## src/rtl/counter_down_reload.sv

```systemverilog
// -----------------------------------------------------------------------------
// counter_down_reload
//   Cascadable loadable down-counter / timer. Counts from a loaded value down
//   to zero. It then either reloads the value and keeps going (periodic tick)
//   or stops (one-shot). The borrow-out Bc chains into the borrow-in of the
//   next stage. The upper stage therefore decrements once per wrap of the
//   lower stage.
//
// Ports
//   clk    in   1      rising-edge clock
//   rst_n  in   1      asynchronous active-low reset
//   load   in   1      synchronous load strobe; captures din and mode
//   din    in   WIDTH  load value (0 means "stay idle")
//   mode   in   1      0 = one-shot, 1 = auto-reload; sampled only on load
//   en     in   1      count enable
//   bin    in   1      borrow-in; tie 1 on a standalone / lowest stage
//   Q      out  WIDTH  current count, registered
//   Bc     out  1      borrow-out, combinational (terminal tick of this stage)
//   busy   out  1      high while counting (RUN state)
//   done   out  1      one-cycle pulse after each terminal tick
// -----------------------------------------------------------------------------
module counter_down_reload #(
    parameter int WIDTH = 4
) (
    input  logic             clk,
    input  logic             rst_n,
    input  logic             load,
    input  logic [WIDTH-1:0] din,
    input  logic             mode,
    input  logic             en,
    input  logic             bin,
    output logic [WIDTH-1:0] Q,
    output logic             Bc,
    output logic             busy,
    output logic             done
);

    typedef enum logic [1:0] {
        S_IDLE = 2'd0,
        S_RUN  = 2'd1,
        S_DONE = 2'd2
    } state_e;

    state_e           state_q, state_d;
    logic [WIDTH-1:0] q_q, q_d;
    logic [WIDTH-1:0] reload_q, reload_d;
    logic             mode_q, mode_d;
    logic             done_q, done_d;

    logic             tick;
    logic             at_zero;

    // A tick only exists while running, and only when both the local enable
    // and the borrow from the stage below are present.
    assign tick    = (state_q == S_RUN) && en && bin;
    assign at_zero = (q_q == '0);

    // -------------------------------------------------------------------------
    // State register
    // -------------------------------------------------------------------------
    always_ff @(posedge clk or negedge rst_n) begin
        if (!rst_n) begin
            state_q  <= S_IDLE;
            q_q      <= '0;
            reload_q <= '0;
            mode_q   <= 1'b0;
            done_q   <= 1'b0;
        end else begin
            state_q  <= state_d;
            q_q      <= q_d;
            reload_q <= reload_d;
            mode_q   <= mode_d;
            done_q   <= done_d;
        end
    end

    // -------------------------------------------------------------------------
    // Next-state logic
    // -------------------------------------------------------------------------
    always_comb begin
        state_d  = state_q;
        q_d      = q_q;
        reload_d = reload_q;
        mode_d   = mode_q;
        done_d   = 1'b0;

        if (load) begin
            // Load overrides everything, including a terminal tick in the
            // same cycle. That cycle produces no done pulse.
            q_d      = din;
            reload_d = din;
            mode_d   = mode;
            state_d  = (din != '0) ? S_RUN : S_IDLE;
        end else begin
            unique case (state_q)
                S_RUN: begin
                    if (tick) begin
                        if (!at_zero) begin
                            q_d = q_q - WIDTH'(1);
                        end else begin
                            // Terminal tick: Q==0 never decrements, so no
                            // underflow is possible.
                            done_d = 1'b1;
                            if (mode_q) begin
                                q_d = reload_q;
                            end else begin
                                state_d = S_DONE;
                            end
                        end
                    end
                end
                S_DONE: state_d = S_IDLE;
                default: state_d = state_q;
            endcase
        end
    end

    // -------------------------------------------------------------------------
    // Outputs
    // -------------------------------------------------------------------------
    always_comb begin
        Q    = q_q;
        busy = (state_q == S_RUN);
        done = done_q;
        // A load in the same cycle cancels the terminal tick, so the borrow
        // is cancelled as well.
        Bc   = tick && at_zero && !load;
    end

endmodule
```

## config.mk

```make
export PLATFORM = sky130hd
export DESIGN_NAME = counter_down_reload
export DESIGN_NICKNAME = d
export VERILOG_FILES = /design/src/rtl/counter_down_reload.sv
export SDC_FILE = /design/constraint.sdc
export NUM_CORES = 1
export LEC_CHECK = 0
export BUFFER_PORTS_ARGS = -buffer_cell sky130_fd_sc_hd__buf_2
export CAP_MARGIN = 30
export CORE_MARGIN = 2
export CORE_UTILIZATION = 44
export CTS_BUF_LIST = sky130_fd_sc_hd__clkbuf_8 sky130_fd_sc_hd__clkbuf_16
export DETAILED_ROUTE_END_ITERATION = 7
export HOLD_SLACK_MARGIN = 0.12
export PLACE_DENSITY = 0.7
export SYNTH_ARGS = -nofsm -noshare
export SYNTH_HDL_FRONTEND = slang
export SYNTH_SLANG_ARGS = --single-unit
export TNS_END_PERCENT = 10
```

## constraint.sdc

```tcl
create_clock -name clk -period 1.4 [get_ports clk]
set_input_delay 0.07 -clock clk [delete_from_list [all_inputs] [get_ports clk]]
set_output_delay 0.07 -clock clk [all_outputs]
set_load 0.01 [all_outputs]
```

==> metrics.yaml <==
status:
  status: "complete, but fails checks"
  violations: "setup timing"
synth:
  yosys_register_bits: 12
  synthArstFlopShare: 1.000
  ys_seq_area_frac: 0.4800
  yosys_warnings: 0
  synthCells: 67
  synth_area_um2: 625.6
  synth_area_per_cell_um2: 9.337
  synth-main-ff-cell: "dfrtp_1"
  synth.distinct_cells: 23
  synth_edf_count: 0
  synth_fp_nets: 78
critical_path:
  slowest_stage: "dfrtp_1"
  max_stage_delay_ns: 0.38
  cp_cell_sequence: "inv_2 > ha_4 > or3b_4 > or2_0 > a21oi_1 > o31ai_1"
  path_max_fanout: 3
  crit_type: "register to register"
  start_kind: "register"
  crit_arrival_ns: 1.61
  cp_data_required_time_ns: 1.51
  rrSetupSlack_ns: -0.10
  critPathCaptureType: "register"
timing:
  skew_ns: 0.001276
  fin_crit_sh: 1.072
  slew-limit-headroom: 0.8164
  fin_ws_ns: -0.1007
  rsz0062_at_grt: "yes"
  finalSetupViolCount: 3
  finalMaxSlewViolations: 0
  hold_viol_final: 0
  max_freq_mhz: 666.4
  worst_pin_slew_ns: 0.2719
  hold_slack_ns: 0.2379
  finalCriticalPeriod_ns: 1.501
placed_design:
  place_ws_ns: -0.1032
  hpwl_um: 1079
  place_area_um2: 772.0
  io_buffers: 16
  finalWeightedCongestion: 0.8019
  dp_cells: 103
clock_tree:
  path_clk_slew_ns: 0.05
  htreeDepth: 1
  insertion_delay_ns: 0.23
  cts_tree: "done"
  numCtsBuffers: 3
  cts_buffer_depth: 2
  cts-root-buf: "clkbuf_8"
  cts.sinks: 12
global_route:
  grt_max_degree: 18
  grt_usage: 0.1991
  grt_first_pass_wirelength_um: 2649
  antenna_found_initial: 0
  grt_pass1_vias: 611
  grt_overflow: 0
pwr:
  vdd_ir_drop_max_mv: 0.7777
  power_density_nw_per_um2: 1014
  leakagePower_nw: 0.4296
routing:
  detail-route-antenna-nets: 0
  dr_total_vias: 619
  firstDrtPassIters: 4
  routed_wl_um: 1523
  drt-initial-drc-count: 31
  drcViolationCount: 0
  avgRoutedWirePerCell_um: 13.36
  via_per_inst: 5.430
min_path:
  holdCritPathClass: "primary input to register"
final_layout:
  areaGrowthSynthToFinish_pct: 46.40
  stdcell_area_um2: 915.9
  fin_cells: 114
  fillers: 99
  antenna_cells: 0
  drive_gt1_frac: 0.3838
  final_nets: 112
floorplan:
  die-area_um2: 1739
  rows: 13
  start_util: 0.4748
  die_w_um: 41.71
  io_pins: 17
  die_h_um: 41.71
  core_um2: 1318
run:
  max_cap_viol_count: 0
==> cell families after synthesis <==
kind of cell,count (synthesis),share of synthesized area
DFF,12,0.4800
buffers and inverters,8,0.04800
adders and majority gates,1,0.02000
muxes,2,0.03600
AOI/OAI and AO/OA,19,0.1960
and+or+nand+nor,25,0.2200
==> stage by stage <==
step	setup TNS [ns]	power, mW	util
2_1_floorplan	-0.1485	0.4991	-
3_3_place_gp	-0.1444	0.5872	0.5859
3_5_place_dp	-0.2296	0.5923	0.5859
4_1_cts	-0.1522	0.9298	0.6866
5_1_grt	-0.5573	0.9851	0.6952
6_report	-0.1466	0.9290	0.6952
==> power breakdown <==
group | internal (mW) | switching [mW]
Clock | 0.188 | 0.111
Sequential | 0.377 | 0.0227
Combinational | 0.120 | 0.110
Total | 0.685 | 0.244
==> cells in the mapped netlist (2+ instances only) <==
| cell type | count | area share |
|---|---|---|
| inv_1 | 6 | 0.036 |
| nand2_1 | 7 | 0.042 |
| nand2b_1 | 2 | 0.020 |
| mux2_2 | 2 | 0.036 |
| a21oi_1 | 5 | 0.040 |
| o21ai_0 | 5 | 0.040 |
| nor2_1 | 7 | 0.042 |
| dfrtp_1 | 12 | 0.48 |
| a211oi_1 | 3 | 0.036 |
| o31ai_1 | 2 | 0.024 |
| clkbuf_1 | 2 | 0.012 |
| nor2b_1 | 2 | 0.020 |
| o41ai_1 | 2 | 0.028 |
==> per-layer routing <==
metal  vias up  global-route usage  routed length (um)
li1        299                   -                   -
met1       285              0.2611                 682
met2        29              0.3031                 731
met3         6             0.03043                  74
met4         0              0.1290                  34
met5         -                   0                   0
==> layout by cell type (no fill, tap or decap) <==
master / Yosys / final
clkbuf_8: 0 / 3
buf_4: 0 / 9
o31ai_1: 2 / 2
nor4b_2: 0 / 1
inv_2: 0 / 2
a211oi_1: 3 / 3
dlygate4sd3_1: 0 / 6
nand3_1: 1 / 1
or2_0: 1 / 1
or3b_4: 0 / 1
inv_1: 6 / 4
o21ba_2: 1 / 1
nand2_2: 0 / 1
nor2b_1: 2 / 2
nor2_1: 7 / 7
mux2_2: 2 / 2
ha_4: 0 / 1
nor3b_4: 0 / 1
nand2b_1: 2 / 2
o41ai_1: 2 / 2
nand2_1: 7 / 6
dfrtp_1: 12 / 12
a21boi_0: 1 / 1
and4b_1: 1 / 1
a21oi_1: 5 / 5
nand4b_1: 1 / 1
buf_2: 0 / 16
o21ai_0: 5 / 5
==> final timing paths <==
check / endpoint / cells after the start / from
max in group asynchronous: reload_q[3] / 2 / rst_n
hold reg to reg: reload_q[2] / 1 / reload_q[2]
setup / recovery: Q[1] / 6 / Q[1]
hold / removal: done / 2 / load
setup reg to reg: Q[1] / 6 / Q[1]
min in group asynchronous: state_q[0] / 2 / rst_n
==> cell type report <==
class | instances | area (um2) | share of cell area
inverters | 6 | 22.52 | 0.02459
clock buffers | 3 | 41.29 | 0.04508
repair buffers | 31 | 207.7 | 0.2268
multi-input cells | 47 | 325.3 | 0.3552
flip-flops and latches | 12 | 300.3 | 0.3279
well taps | 15 | 18.77 | 0.02049
==> critical path, delay by kind of cell (launching register included) <==
kind / cells / cell delay, ns
and+or+nand+nor: 2 / 0.58
adders and majority gates: 1 / 0.14
buffers and inverters: 1 / 0.07
AOI/OAI and AO/OA: 2 / 0.21
DFF: 1 / 0.38
==> flip-flops by register name, indices dropped and copies added (netlist names) <==
register	flops
done	1
Q	4
reload_q	4
mode_q	1
state_q	2
==> what timing repair did <==
action	CTS	global route
hold buffers	6	0
endpoints found under the hold margin	22	0
endpoints found under the setup margin	5	6
pin swaps	3	2
setup buffers	2	0
gates resized for setup	4	3
Power figures use the tool's default switching activity.
